File: config.mk
export PLATFORM = sky130hd
export DESIGN_NAME = fifo_param
export DESIGN_NICKNAME = d
export VERILOG_FILES = /design/src/rtl/fifo_pkg.sv /design/src/rtl/fifo_mem.sv /design/src/rtl/fifo_param.sv
export SDC_FILE = /design/constraint.sdc
export NUM_CORES = 1
export LEC_CHECK = 0
export CELL_PAD_IN_SITES_DETAIL_PLACEMENT = 0
export CELL_PAD_IN_SITES_GLOBAL_PLACEMENT = 2
export CORE_MARGIN = 2
export CORE_UTILIZATION = 32
export DETAILED_ROUTE_END_ITERATION = 8
export PLACE_DENSITY = 0.74
export SKIP_CTS_REPAIR_TIMING = 1
export SLEW_MARGIN = 20
export SYNTH_ARGS = -nofsm -noshare
export SYNTH_HDL_FRONTEND = slang
export SYNTH_HIERARCHICAL = 1
export SYNTH_SLANG_ARGS = --single-unit
File: constraint.sdc
create_clock -name clk -period 1.7 [get_ports clk]
set_input_delay 0.255 -clock clk [delete_from_list [all_inputs] [get_ports clk]]
set_output_delay 0.255 -clock clk [all_outputs]
set_load 0.005 [all_outputs]
File: src/rtl/fifo_pkg.sv
// Shared defaults and the log2 helper for the parameterised FIFO.
package fifo_pkg;

    localparam int unsigned FIFO_DATA_WIDTH = 6;
    localparam int unsigned FIFO_DEPTH      = 4;

    // Ceiling log2; returns 0 for n <= 1.
    function automatic int unsigned log2c(input int unsigned n);
        int unsigned r;
        r = 0;
        for (int unsigned i = 0; i < 32; i++) begin
            if ((32'd1 << i) < n) r = i + 1;
        end
        return r;
    endfunction

endpackage

File: src/rtl/fifo_mem.sv
// FIFO storage: one write port, one registered read port with async-cleared output.
module fifo_mem
    import fifo_pkg::*;
#(
    parameter int unsigned DATA_WIDTH = FIFO_DATA_WIDTH,
    parameter int unsigned DEPTH      = FIFO_DEPTH,
    parameter int unsigned ADDR_WIDTH = log2c(DEPTH)
) (
    input  logic                  clk,
    input  logic                  reset_L,
    input  logic                  wr_en,
    input  logic [ADDR_WIDTH-1:0] wr_addr,
    input  logic [DATA_WIDTH-1:0] wr_data,
    input  logic                  rd_en,
    input  logic [ADDR_WIDTH-1:0] rd_addr,
    output logic [DATA_WIDTH-1:0] rd_data
);

    logic [DATA_WIDTH-1:0] mem_q [DEPTH];
    logic [DATA_WIDTH-1:0] rd_data_d;
    logic [DATA_WIDTH-1:0] rd_data_q;

    // Storage is intentionally left uninitialised on reset.
    always_ff @(posedge clk) begin
        if (wr_en) mem_q[wr_addr] <= wr_data;
    end

    always_comb begin
        rd_data_d = rd_data_q;
        if (rd_en) rd_data_d = mem_q[rd_addr];
    end

    always_ff @(posedge clk or negedge reset_L) begin
        if (!reset_L) rd_data_q <= '0;
        else          rd_data_q <= rd_data_d;
    end

    assign rd_data = rd_data_q;

endmodule

File: src/rtl/fifo_param.sv
// Parameterised synchronous FIFO with runtime almost-full/almost-empty thresholds.
// Define FIFO_STICKY_ERR_EN to hold Fifo_Error until reset instead of pulsing it.
module fifo_param
    import fifo_pkg::*;
#(
    parameter int unsigned DATA_WIDTH = FIFO_DATA_WIDTH,
    parameter int unsigned DEPTH      = FIFO_DEPTH,
    parameter int unsigned CNT_WIDTH  = log2c(DEPTH) + 1
) (
    input  logic                  clk,
    input  logic                  reset_L,
    input  logic                  push,
    input  logic                  pop,
    input  logic [DATA_WIDTH-1:0] Fifo_Data_in,
    input  logic [CNT_WIDTH-1:0]  Almost_Full_thr,
    input  logic [CNT_WIDTH-1:0]  Almost_Empty_thr,
    output logic [DATA_WIDTH-1:0] Fifo_Data_out,
    output logic                  Fifo_Valid,
    output logic                  Fifo_Empty,
    output logic                  Fifo_Full,
    output logic                  Pausa,
    output logic                  Almost_Empty,
    output logic                  Fifo_Error,
    output logic [CNT_WIDTH-1:0]  Fifo_Count
);

    localparam int unsigned PTR_WIDTH = log2c(DEPTH);

    logic [PTR_WIDTH-1:0] wr_ptr_q, wr_ptr_d;
    logic [PTR_WIDTH-1:0] rd_ptr_q, rd_ptr_d;
    logic [CNT_WIDTH-1:0] cnt_q, cnt_d;
    logic                 valid_q, valid_d;
    logic                 err_q, err_d;
    logic                 push_ok, pop_ok, err_event;

    // A pop on empty is never rescued by a same-cycle push; a push on full needs a real pop.
    always_comb begin
        pop_ok    = pop && (cnt_q != '0);
        push_ok   = push && ((cnt_q < CNT_WIDTH'(DEPTH)) || pop_ok);
        err_event = (push && !push_ok) || (pop && !pop_ok);

        wr_ptr_d = wr_ptr_q;
        rd_ptr_d = rd_ptr_q;
        cnt_d    = cnt_q;
        valid_d  = pop_ok;

        if (push_ok) wr_ptr_d = wr_ptr_q + PTR_WIDTH'(1);
        if (pop_ok)  rd_ptr_d = rd_ptr_q + PTR_WIDTH'(1);

        case ({push_ok, pop_ok})
            2'b10:   cnt_d = cnt_q + CNT_WIDTH'(1);
            2'b01:   cnt_d = cnt_q - CNT_WIDTH'(1);
            default: cnt_d = cnt_q;
        endcase

`ifdef FIFO_STICKY_ERR_EN
        err_d = err_q || err_event;
`else
        err_d = err_event;
`endif
    end

    always_ff @(posedge clk or negedge reset_L) begin
        if (!reset_L) begin
            wr_ptr_q <= '0;
            rd_ptr_q <= '0;
            cnt_q    <= '0;
            valid_q  <= 1'b0;
            err_q    <= 1'b0;
        end else begin
            wr_ptr_q <= wr_ptr_d;
            rd_ptr_q <= rd_ptr_d;
            cnt_q    <= cnt_d;
            valid_q  <= valid_d;
            err_q    <= err_d;
        end
    end

    fifo_mem #(
        .DATA_WIDTH (DATA_WIDTH),
        .DEPTH      (DEPTH),
        .ADDR_WIDTH (PTR_WIDTH)
    ) u_mem (
        .clk     (clk),
        .reset_L (reset_L),
        .wr_en   (push_ok),
        .wr_addr (wr_ptr_q),
        .wr_data (Fifo_Data_in),
        .rd_en   (pop_ok),
        .rd_addr (rd_ptr_q),
        .rd_data (Fifo_Data_out)
    );

    assign Fifo_Valid   = valid_q;
    assign Fifo_Error   = err_q;
    assign Fifo_Count   = cnt_q;
    assign Fifo_Empty   = (cnt_q == '0);
    assign Fifo_Full    = (cnt_q == CNT_WIDTH'(DEPTH));
    assign Pausa        = (cnt_q >= Almost_Full_thr);
    assign Almost_Empty = (cnt_q <= Almost_Empty_thr);

endmodule

### Yosys cells after proc, flatten, opt, wreduce, memory -nomap -nowiden

Memory sizes are Yosys's and may differ from the RTL's. A register that Yosys moved wholly into a read port is not among the register bits.
Index checks and enable logic that the tools add are counted.

* equality and inequality tests: 3
* divide/modulo/power cells: 0
* multiplexer cells: 3
* reductions and logical operators: 12
* bitwise gates (word level): 0
* shift operators: 0
* $lt $le $gt $ge: 3
* add/subtract/negate cells: 4
* multiply operators: 0

Operators by type and width (number)
* 3-bit case mux with 2 select lines: 1
* 2-bit by 1-bit adder with 2-bit output, second input constant: 2
* 1-bit logical AND: 4
* 3-bit by 1-bit adder with 3-bit output, second input constant: 1
* 3-bit == test, second input constant: 1
* 3-bit >= comparator: 1
* 3-bit less-or-equal comparator: 1
* 1-bit logical NOT: 3
* 3-bit logical NOT: 1
* 3-bit < comparator, second input constant: 1
* 3-bit nonzero test: 1
* 3-bit by 1-bit subtractor with 3-bit output, second input constant: 1
* 2-bit by 1-bit == test with 1-bit output, second input constant: 1
* 2-bit == test, second input constant: 1
* 1-bit logical OR: 2
* 1-bit 2-to-1 mux: 2
* 2-bit nonzero test: 1

* RAM bits: 24
* output and inout bits: 15
* register bits after elaboration: 9
* ROM bits: 0
* memories kept: 1
* bits in latches: 0

Memory list
* u_mem.mem_q: words 4, width 6, rd ports 1, clocked after memory_dff 1, write ports 1, line fifo_mem.sv:19 `logic [DATA_WIDTH-1:0] mem_q [DEPTH];`

### Depth between registers and ports, before layout

Gate-level depths: netlist of run 1.

* word-level depth: 7
* mapped depth: 8

### Cells and area by module

Netlist of run 1, hierarchy kept.

By module, submodules not included
* fifo_mem: area each 1132.3 um^2, cells each 62, times used 1
* fifo_param: area each 534.3 um^2, cells each 51, times used 1

### Worst setup path after synthesis of run 1

Ideal clock, no wire load.

* path kind: register to register
* from: register cnt_q[2], in the netlist Fifo_Count[2]
* to: register cnt_q[2], in the netlist Fifo_Count[2]
* clock period less this slack: 1.867 ns
* setup slack: -0.167 ns
* required time: 1.621 ns
* stages on the path, launching flop included: 8
* data arrival time: 1.788 ns
* buffers on the path: 0
* cells stage by stage: dfrtp_1 > o31a_1 > ha_1 > inv_1 > fa_1 > xor2_1 > nor2_1 > xor2_1

* cells in the longest elaborated chain, start to end: 6
* elaborated cells on any way between the ends: 11
* classes of those cells: add/sub: 2; order compare: 1; eq/ne: 2; mux: 1; reduce/logical: 5

RTL lines
* from (decl): line fifo_param.sv:31 `logic [CNT_WIDTH-1:0] cnt_q, cnt_d;`
* from (signal assigned): line fifo_param.sv:73 `cnt_q <= cnt_d;`
* 3-bit nonzero test *: line fifo_param.sv:38 `pop_ok = pop && (cnt_q != '0);`
* 1-bit logical AND *: line fifo_param.sv:38
* via pop_ok: line fifo_param.sv:34 `logic push_ok, pop_ok, err_event;`
* 1-bit logical OR: line fifo_param.sv:39 `push_ok = push && ((cnt_q < CNT_WIDTH'(DEPTH)) || pop_ok);`
* 1-bit logical AND: line fifo_param.sv:39
* 2-bit by 1-bit == test with 1-bit output / 2-bit == test (equally long branches): line fifo_param.sv:50 `case ({push_ok, pop_ok})`
* 3-bit case mux with 2 select lines / 2-bit nonzero test (equally long branches)

The timed path passes the listed nets; every way through them passes the cells marked *.
A chain may end at the register's enable or synchronous reset.

### Worst setup path after layout of run 1

* from: register cnt_q[0], in the netlist Fifo_Count[0]
* to: output Pausa

* cells in the longest elaborated chain, start to end: 1

RTL lines
* 3-bit >= comparator: line fifo_param.sv:99 `assign Pausa = (cnt_q >= Almost_Full_thr);`
* to (decl): line fifo_param.sv:21 `output logic Pausa,`

No other way between the ends.

==> out/metrics.cfg, run 1 <==
[power]
p_total_uw = 3690
p_leak_uw = 0.00102
power_density_nw_per_um2 = 1550
ir_drop_mv = 0.590

[synth]
synth_top_cell_by_area = edfxtp_1
synth.avg_cell_area_um2 = 14.7
ys_top_cells_by_count = edfxtp_1, dfrtp_1, mux2i_1
yosysSeqAreaShare = 0.658
synthArstFlopShare = 0.385
syn-num-nets = 137
yosys.cell_types.count = 23
synth_area_leaders = edfxtp_1, dfrtp_1, mux2i_1
ys_ff_latch = 39
ys.flop_type = edfxtp_1
synth_area_um2 = 1670
synth_edf_count = 24
yosysMostFrequentCell = edfxtp_1
synthCells = 113
ys.warnings.count = 6
synth_top_area_frac = 0.432

[worst_setup_path]
reg2reg_depth = 8
crit_type = reg2out
cp_max_fo = 2
critPathArrivalTime_ns = 1.56
worstSetupStartpointType = register
worstSetupEndpointType = output pin
critPathRequiredTime_ns = 1.44

[sta]
hold_violations = 0
setup-violations-final = 3
slew_violations = 0
post-route-period-util = 1.07
max_freq_mhz = 551
worst_pin_slew_ns = 0.383
post-route-min-period_ns = 1.81
fin_skew_ns = 0.00390
finalWorstSetupSlack_ns = -0.113
relSlewSlack = 0.744
rsz0062_at_grt = true

[global_route]
grt-ovfl-total = 0
grt_pass1_wl_um = 5110
grt_usage = 0.116
grt_pass1_vias = 1036
grt_start_max_net_pins = 15
antenna_found_initial = 0

[routing]
viasPerCell = 4.34
drt-pass1-iter-count = 4
first_iter_violations = 47
num_vias = 1054
drc = 0
drtAntennaViolNets = 0
drt-total-wl_um = 3160
wire_per_inst_um = 13.0

[cells_and_area]
final_net_count = 196
fillCellCount = 458
drive_above_1_share = 0.272
area_growth_pct = 43.2
diodes = 0
post-route-util = 0.470

[hold_path]
hold_path.class = in2async

[placed_design]
routabilityCongestion = 0.712
place.port_buffers = 30
dp_hpwl_um = 2260
place_ws_ns = -0.564

[clocking]
ctsHtreeMaxLevel = 2
clockBufferDepth = 2
insertion_delay_ns = 0.28
cts_root_buffer = clkbuf_8
cts_made_buffers = 5
clk_pin_slew_worst_paths_ns = 0.07
cts.sinks = 39
tritoncts = built

[die]
start_util = 0.328
fp.coreArea_um2 = 5070
die_y_um = 76.2
pin_count = 31
die_w_um = 76.2
dieArea_um2 = 5800
rows = 26

[flow_run]
drv_cap = 0

[status]
status = complete, but fails checks
violations = setup timing

-- stage by stage --
stage                     instance area (µm²)  TNS [ns]  instances  hold WS (ns)
after floorplan                          1670    -0.101        113       -0.0406
after global placement                   2180     -5.37        229         0.478
after detailed placement                 2180     -5.47        229         0.480
after CTS                                2260     -1.57        237         0.271
after global routing                     2390    -0.586        243         0.295
final                                    2390    -0.200        243         0.259
-- critical path, stage by stage (launching register included) --
cell and delay (ns):
dfrtp_1 0.40, inv_2 0.07, buf_6 0.09, ha_4 0.18, nand2b_4 0.13, a21o_1 0.15
a21o_1 0.14, buf_2 0.12
-- logic make-up (layout without fill, tap and decap cells) --
kind of cell / after synthesis / count (layout) / share of synthesized area
and+or+nand+nor: 24 / 24 / 0.0796
xor gates and xnor gates: 7 / 7 / 0.0368
AOI/OAI and AO/OA: 12 / 12 / 0.0563
buffers and inverters: 10 / 70 / 0.0270
DFF: 39 / 39 / 0.658
adders and majority gates: 8 / 8 / 0.0646
muxes: 13 / 13 / 0.0781
-- registers in the layout, indices dropped and copies added, names as in the netlist --
| signal | flops |
|---|---|
| Fifo_Count | 3 |
| u_mem/mem_q | 24 |
| Fifo_Valid | 1 |
| Fifo_Error | 1 |
| rd_ptr_q | 2 |
| wr_ptr_q | 2 |
| u_mem/rd_data | 6 |
-- final cells by class --
class                      count  area [µm²]  area share
clock buffer                   5        68.8      0.0288
clock inverter                 3        15.0     0.00629
inverter                       9        33.8      0.0142
multi-input combinational     64         606       0.254
sequential                    39        1100       0.460
tap                           70        87.6      0.0367
timing repair buffer          53         479       0.201
-- metal layers --
layer / global-route usage / share of wire / up-vias
li1: - / - / 526
met1: 0.149 / 0.43 / 511
met2: 0.187 / 0.54 / 15
met3: 0.0249 / 0.022 / 2
met4: 0.0545 / 0.0079 / 0
met5: 0 / 0 / -
-- report_power, final --
part	leakage, µW	internal (µW)	switching, µW
clock network	0.0000392	278	290
registers	0.000399	1290	169
logic	0.000584	978	685
-- layout by cell type, fill, tap and decap left out, types with 2 or more instances in the layout --
cell | netlist | routed
xnor2_1 | 4 | 4
ha_4 | 0 | 4
and3_1 | 2 | 2
dlymetal6s2s_1 | 0 | 4
a21o_1 | 2 | 2
clkdlybuf4s50_1 | 0 | 23
dfrtp_1 | 15 | 14
clkinv_1 | 0 | 2
o221ai_1 | 6 | 6
inv_1 | 9 | 5
nand2b_1 | 9 | 7
nor2_1 | 2 | 2
clkbuf_8 | 0 | 5
buf_2 | 0 | 2
buf_4 | 0 | 20
nand3_1 | 2 | 2
nand2_1 | 5 | 5
nand2b_4 | 0 | 2
mux2i_1 | 13 | 13
buf_6 | 1 | 3
edfxtp_1 | 24 | 24
ha_1 | 7 | 2
inv_2 | 0 | 4
xor2_1 | 3 | 3
-- final timing paths --
path                                  start          endpoint  slack (ns)
max reg2reg                   Fifo_Count[0]     Fifo_Count[2]       -0.06
min in group clk           u_mem/rd_data[1]  u_mem/rd_data[1]        0.49
min reg2reg                u_mem/rd_data[1]  u_mem/rd_data[1]        0.49
max in group asynchronous           reset_L  u_mem/rd_data[1]        0.98
min                                 reset_L     Fifo_Count[1]        0.26
max                           Fifo_Count[0]             Pausa       -0.11
(Power assumes the default switching activity.)
==> inputs of run 2 (changes only) <==
--- a/config.mk
+++ b/config.mk
@@ -7,10 +7,11 @@
 export LEC_CHECK = 0
 export CELL_PAD_IN_SITES_DETAIL_PLACEMENT = 0
 export CELL_PAD_IN_SITES_GLOBAL_PLACEMENT = 2
+export CORE_ASPECT_RATIO = 0.5
 export CORE_MARGIN = 2
-export CORE_UTILIZATION = 32
+export CORE_UTILIZATION = 38
 export DETAILED_ROUTE_END_ITERATION = 8
-export PLACE_DENSITY = 0.74
+export PLACE_DENSITY = 0.83
 export SKIP_CTS_REPAIR_TIMING = 1
 export SLEW_MARGIN = 20
 export SYNTH_ARGS = -nofsm -noshare
==> constraint.sdc (replaced) <==
create_clock -name clk -period 2.15 [get_ports clk]
set_input_delay 0.3225 -clock clk [delete_from_list [all_inputs] [get_ports clk]]
set_output_delay 0.3225 -clock clk [all_outputs]
set_load 0.005 [all_outputs]
==> run 2 against run 1 <==
The flow now finishes without violations; flip-flop and latch count unchanged; via count decreased by 2.9%; global-route usage increased by 1.9 points; wire length decreased by 7.3%; register-to-register slack improved by 0.38 ns; cell area decreased by 7.8%; clock power decreased by 14%; non-clock buffer count decreased by 12.
==> out/metrics.cfg, run 2 (synthesis results as in run 1) <==
[status]
status = finished clean

[sta]
max_freq_mhz = 499
post-route-period-util = 0.933
worst_pin_slew_ns = 0.697  ; +0.314 ns
fin_skew_ns = 0.00538  ; +0.00148 ns
setup-violations-final = 0  ; -3
post-route-min-period_ns = 2.01
hold_violations = 0  ; unchanged
slew_violations = 0  ; unchanged
relSlewSlack = 0.535  ; -0.209
rsz0062_at_grt = false

[worst_setup_path]
worstSetupStartpointType = register
worstSetupEndpointType = output pin
critPathMaxStageDelay_ns = 0.56  ; +0.16 ns
crit_path_cell_trace = buf_4, buf_4, nor3_1, clkdlybuf4s50_1
r2r_end = Fifo_Count[2]
critPathArrivalTime_ns = 1.68  ; +0.12 ns
reg2reg_depth = 9  ; +1
crit_type = reg2out
cp_max_fo = 4  ; +2
path_common_cell = buf_4
regToRegSetupSlack_ns = 0.32  ; +0.38 ns
timing.rr.start = Fifo_Count[0]
critPathRequiredTime_ns = 1.83  ; +0.39 ns
cp_slowest_cell = clkdlybuf4s50_1

[cells_and_area]
final_net_count = 184  ; -6.1%
fin_area_um2 = 2200  ; -7.8%
post-route-util = 0.544  ; +0.0738
top_register = u_mem/mem_q
diodes = 0  ; unchanged
area_growth_pct = 32.1
largest_register_ff_count = 24  ; unchanged
layout_common_cells = clkdlybuf4s50_1, edfxtp_1, dfrtp_1
layout_commonest_cell = clkdlybuf4s50_1
drive_above_1_share = 0.112  ; -0.160

[routing]
drt-pass1-iter-count = 4  ; unchanged
drt-met1-wl_um = 1340  ; -2.1%
viasPerCell = 4.76  ; +9.7%
wl_met3_um = 146  ; +110%
num_vias = 1023  ; -2.9%
first_iter_violations = 26  ; -45%
top_layer = met4
met2_length_um = 1380  ; -18%
drc = 0  ; unchanged
wire_per_inst_um = 13.6  ; +4.8%
drt-total-wl_um = 2930  ; -7.3%
drtAntennaViolNets = 0  ; unchanged

[die]
die_y_um = 50.8  ; -33%
rows = 16  ; -38%
fp.coreArea_um2 = 4040  ; -20%
start_util = 0.412  ; +0.0837
die_w_um = 97.7  ; +28%
dieArea_um2 = 4960  ; -14%
pin_count = 31  ; unchanged

[clocking]
tritoncts = built
cts_root_buffer = clkbuf_8
ctsHtreeMaxLevel = 2  ; unchanged
cts_made_buffers = 5  ; unchanged
insertion_delay_ns = 0.29  ; about the same
clk_pin_slew_worst_paths_ns = 0.07  ; about the same
clockBufferDepth = 2  ; unchanged
cts.sinks = 39  ; unchanged

[global_route]
grt_start_max_net_pins = 16  ; +1
grt-ovfl-total = 0  ; unchanged
grt_pass1_wl_um = 4840  ; -5.4%
antenna_found_initial = 0  ; unchanged
grt_pass1_vias = 1017  ; -1.8%
grt_usage = 0.135  ; +0.0193

[power]
p_leak_uw = 0.000929  ; -9.1%
power_density_nw_per_um2 = 1240  ; -20%
ir_drop_mv = 0.529  ; -10%
p_total_uw = 2720  ; -26%

[hold_path]
hold_path.class = in2async

[placed_design]
place.port_buffers = 30  ; unchanged
dp_hpwl_um = 2030  ; -10%
placed_area_um2 = 2090  ; -4.0%
routabilityCongestion = 0.699  ; -1.8%

[flow_run]
drv_cap = 0  ; unchanged

run 2: cell types whose count changed in the layout (fill, tap and decap cells not counted), moves of 3 or more:
| cell | before | now |
|---|---|---|
| buf_6 | 3 | 0 |
| ha_4 | 4 | 0 |
| buf_4 | 20 | 11 |
| clkdlybuf4s50_1 | 23 | 28 |
| inv_1 | 5 | 8 |
| inv_2 | 4 | 1 |
| ha_1 | 2 | 7 |
run 2: stage by stage:
| step | TNS [ns] | setup WS [ns] | instances | hold WS [ns] |
|---|---|---|---|---|
| after floorplan | 0 | 0.283 | 113 | 0.0269 |
| after global placement | -0.293 | -0.210 | 205 | 0.476 |
| after detailed placement | -0.314 | -0.212 | 205 | 0.481 |
| after CTS | -0.379 | -0.214 | 213 | 0.360 |
| after global routing | 0 | 0.00461 | 215 | 0.376 |
| final | 0 | 0.144 | 215 | 0.357 |
run 2: layout make-up:
type	instances	area, µm²
Clock buffer	7	86.3
Clock inverter	1	3.75
Fill cell	351	1840
Tap cell	54	67.6
Inverter	9	33.8
Sequential cell	39	1100
Multi-Input combinational cell	64	526
Timing Repair Buffer	41	388
run 2: layer usage:
metal,vias to the layer above,track usage
li1,507,-
met1,485,0.159
met2,24,0.213
met3,7,0.0520
met4,0,0.0833
met5,-,0
run 2: report_power, final:
group	internal (µW)	total, µW	switching (µW)
Sequential	1020	1200	179
Clock	257	487	230
Combinational	625	1030	409
Total	1900	2720	819
run 2: worst max path at each step:
stage               slack (ns)       endpoint                 from  depth (start not counted)
floorplan                 0.28  Fifo_Count[2]        Fifo_Count[2]                          7
global placement         -0.21   Almost_Empty  Almost_Empty_thr[1]                          7
detailed placement       -0.21   Almost_Empty  Almost_Empty_thr[1]                          7
CTS                      -0.21   Almost_Empty  Almost_Empty_thr[1]                          7
global route             0.005     Fifo_Empty        Fifo_Count[0]                          4
finish                    0.14     Fifo_Empty        Fifo_Count[0]                          4
run 2: critical path: cells and delay by family, from the launching register on:
kind,cells,cell delay (ns)
buf+inv,3,0.83
flops,1,0.39
simple gates,1,0.19
==> inputs of run 3 (changes only) <==
--- a/config.mk
+++ b/config.mk
@@ -8,7 +8,7 @@
 export CELL_PAD_IN_SITES_DETAIL_PLACEMENT = 0
 export CELL_PAD_IN_SITES_GLOBAL_PLACEMENT = 2
 export CORE_ASPECT_RATIO = 0.5
-export CORE_MARGIN = 2
+export CORE_MARGIN = 5
 export CORE_UTILIZATION = 38
 export DETAILED_ROUTE_END_ITERATION = 8
 export PLACE_DENSITY = 0.83
==> constraint.sdc (replaced) <==
create_clock -name clk -period 2.15 [get_ports clk]
set_input_delay 0.43 -clock clk [delete_from_list [all_inputs] [get_ports clk]]
set_output_delay 0.43 -clock clk [all_outputs]
set_load 0.005 [all_outputs]
==> run 3 against run 2 <==
Sequential share of layout area shrank 0.25 points; via count grew 0.59%; die area grew 19%; critical endpoint is now Almost_Empty.
==> out/metrics.cfg, run 3 (synthesis results as in run 1) <==
[worst_setup_path]
r2r_end = Fifo_Count[2]
critPathMaxStageDelay_ns = 0.47  ; -0.09 ns
worstSetupStartpointType = primary input
critPathRequiredTime_ns = 1.72  ; -0.11 ns
crit_path_cell_trace = clkdlybuf4s50_1, inv_2, ha_4, nor2b_1, o21a_1, o21ai_1, buf_2
timing.rr.start = Fifo_Count[1]
regToRegSetupSlack_ns = 0.31  ; about the same
worstSetupEndpointType = output pin
cp-startpoint = Almost_Empty_thr[1]
cp_max_fo = 2  ; -2
cp_slowest_cell = clkdlybuf4s50_1
critPathArrivalTime_ns = 1.67  ; about the same
reg2reg_depth = 8  ; -1
crit_type = in2out
cp-endpoint = Almost_Empty

[sta]
rsz0062_at_grt = false
finalWorstSetupSlack_ns = 0.0466  ; -0.0974 ns
setup-violations-final = 0  ; unchanged
worst_pin_slew_ns = 0.712  ; +0.0145 ns
relSlewSlack = 0.525  ; -0.00966
max_freq_mhz = 475  ; -4.6%
hold_slack_ns = 0.472  ; +0.115 ns
post-route-period-util = 0.978  ; +0.0453
fin_skew_ns = 0.00347  ; -0.00191 ns
hold_violations = 0  ; unchanged
slew_violations = 0  ; unchanged
post-route-min-period_ns = 2.10  ; +0.0974 ns

[die]
start_util = 0.386  ; -0.0262
die_w_um = 104  ; +6.1%
dieArea_um2 = 5890  ; +19%
pin_count = 31  ; unchanged
die_y_um = 56.8  ; +12%
fp.coreArea_um2 = 4320  ; +6.8%
rows = 17  ; +1

[power]
clkPwrFrac = 0.163  ; -0.016
intPower_uw = 1890  ; -0.77%
p_comb_frac = 0.401  ; +0.020
sw_frac_of_total = 0.305  ; +0.00427
power_density_nw_per_um2 = 1230  ; -0.67%
p_leak_uw = 0.000917  ; -1.3%
p_seq_frac = 0.437  ; -0.004
p_sw_uw = 829  ; +1.3%
ir_drop_mv = 0.608  ; +15%

[clocking]
cts_root_buffer = clkbuf_8
tritoncts = built
insertion_delay_ns = 0.28  ; about the same
ctsHtreeMaxLevel = 2  ; unchanged
clockBufferDepth = 2  ; unchanged
cts.sinks = 39  ; unchanged
clk_pin_slew_worst_paths_ns = 0.07  ; about the same
cts_made_buffers = 5  ; unchanged

[routing]
drc = 0  ; unchanged
num_vias = 1029  ; +0.59%
drt-total-wl_um = 2970  ; +1.4%
drt-pass1-iter-count = 4  ; unchanged
first_iter_violations = 38  ; +46%
drtAntennaViolNets = 0  ; unchanged
viasPerCell = 4.70  ; -1.3%
wire_per_inst_um = 13.6  ; -0.42%

[placed_design]
place.port_buffers = 30  ; unchanged
place_ws_ns = -0.480  ; -0.268 ns
dp_hpwl_um = 2160  ; +6.2%
routabilityCongestion = 0.719  ; +3.0%

[cells_and_area]
final_net_count = 185  ; +0.54%
largest_register_ff_count = 24  ; unchanged
layout_common_cells = clkdlybuf4s50_1, edfxtp_1, dfrtp_1
fillCellCount = 369  ; +5.1%
top_register = u_mem/mem_q
drive_above_1_share = 0.148  ; +0.0363
multi_input_area_um2 = 551  ; +4.8%
diodes = 0  ; unchanged
layout_commonest_cell = clkdlybuf4s50_1
area_growth_pct = 32.7
seq_area_um2 = 1100  ; unchanged
post-route-util = 0.512  ; -0.0319

[status]
status = finished clean

[hold_path]
hold_path.class = in2async

[global_route]
grt_pass1_vias = 1056  ; +3.8%
grt-ovfl-total = 0  ; unchanged
grt_start_max_net_pins = 16  ; unchanged
grt_usage = 0.106  ; -0.0287
grt_pass1_wl_um = 4820  ; -0.41%
antenna_found_initial = 0  ; unchanged

[flow_run]
drv_cap = 0  ; unchanged

run 3: critical path: cells and delay by family:
kind	cells	cell delay [ns]
AO/OA/AOI/OAI	2	0.27
buffers and inverters	3	0.65
adder cells (fa/ha/maj)	1	0.20
AND/OR/NAND/NOR	1	0.13
run 3: through the flow:
stage                     setup TNS (ns)  std cells  cell area, µm²  power [µW]
after detailed placement          -0.889        211            2120        2290
after global placement            -0.800        211            2120        2280
final                                  0        219            2210        2710
after global routing                   0        219            2210        2920
after CTS                         -0.817        219            2200        2750
after floorplan                        0        113            1670        1740
run 3: layout make-up:
class                           count  share of cell area
Sequential cell                    39               0.495
Multi-Input combinational cell     64               0.249
Timing Repair Buffer               42               0.172
Clock buffer                        8              0.0362
Tap cell                           57              0.0322
Inverter                            9              0.0153
run 3: power groups by stage:
| stage | sequential [µW] | clock [µW] | combinational [µW] |
|---|---|---|---|
| 3_5_place_dp | 1200 | 0 | 1090 |
| 3_3_place_gp | 1190 | 0 | 1080 |
| 4_1_cts | 1180 | 459 | 1100 |
| 2_1_floorplan | 1170 | 0 | 567 |
| 6_report | 1190 | 442 | 1090 |
| 5_1_grt | 1210 | 488 | 1220 |
run 3: how the worst min path moves through the flow:
stage                           start          endpoint  slack (ns)
after floorplan               reset_L     Fifo_Count[0]        0.13
after global placement    rd_ptr_q[1]       rd_ptr_q[1]        0.47
after detailed placement  rd_ptr_q[1]       rd_ptr_q[1]        0.48
after CTS                     reset_L  u_mem/rd_data[4]        0.47
after global routing          reset_L  u_mem/rd_data[4]        0.50
final                         reset_L  u_mem/rd_data[4]        0.47
run 3: per-layer routing:
metal	share of wire	track usage
met5	0	0
met4	0.0047	0.0554
met3	0.057	0.0413
met2	0.48	0.170
met1	0.46	0.125
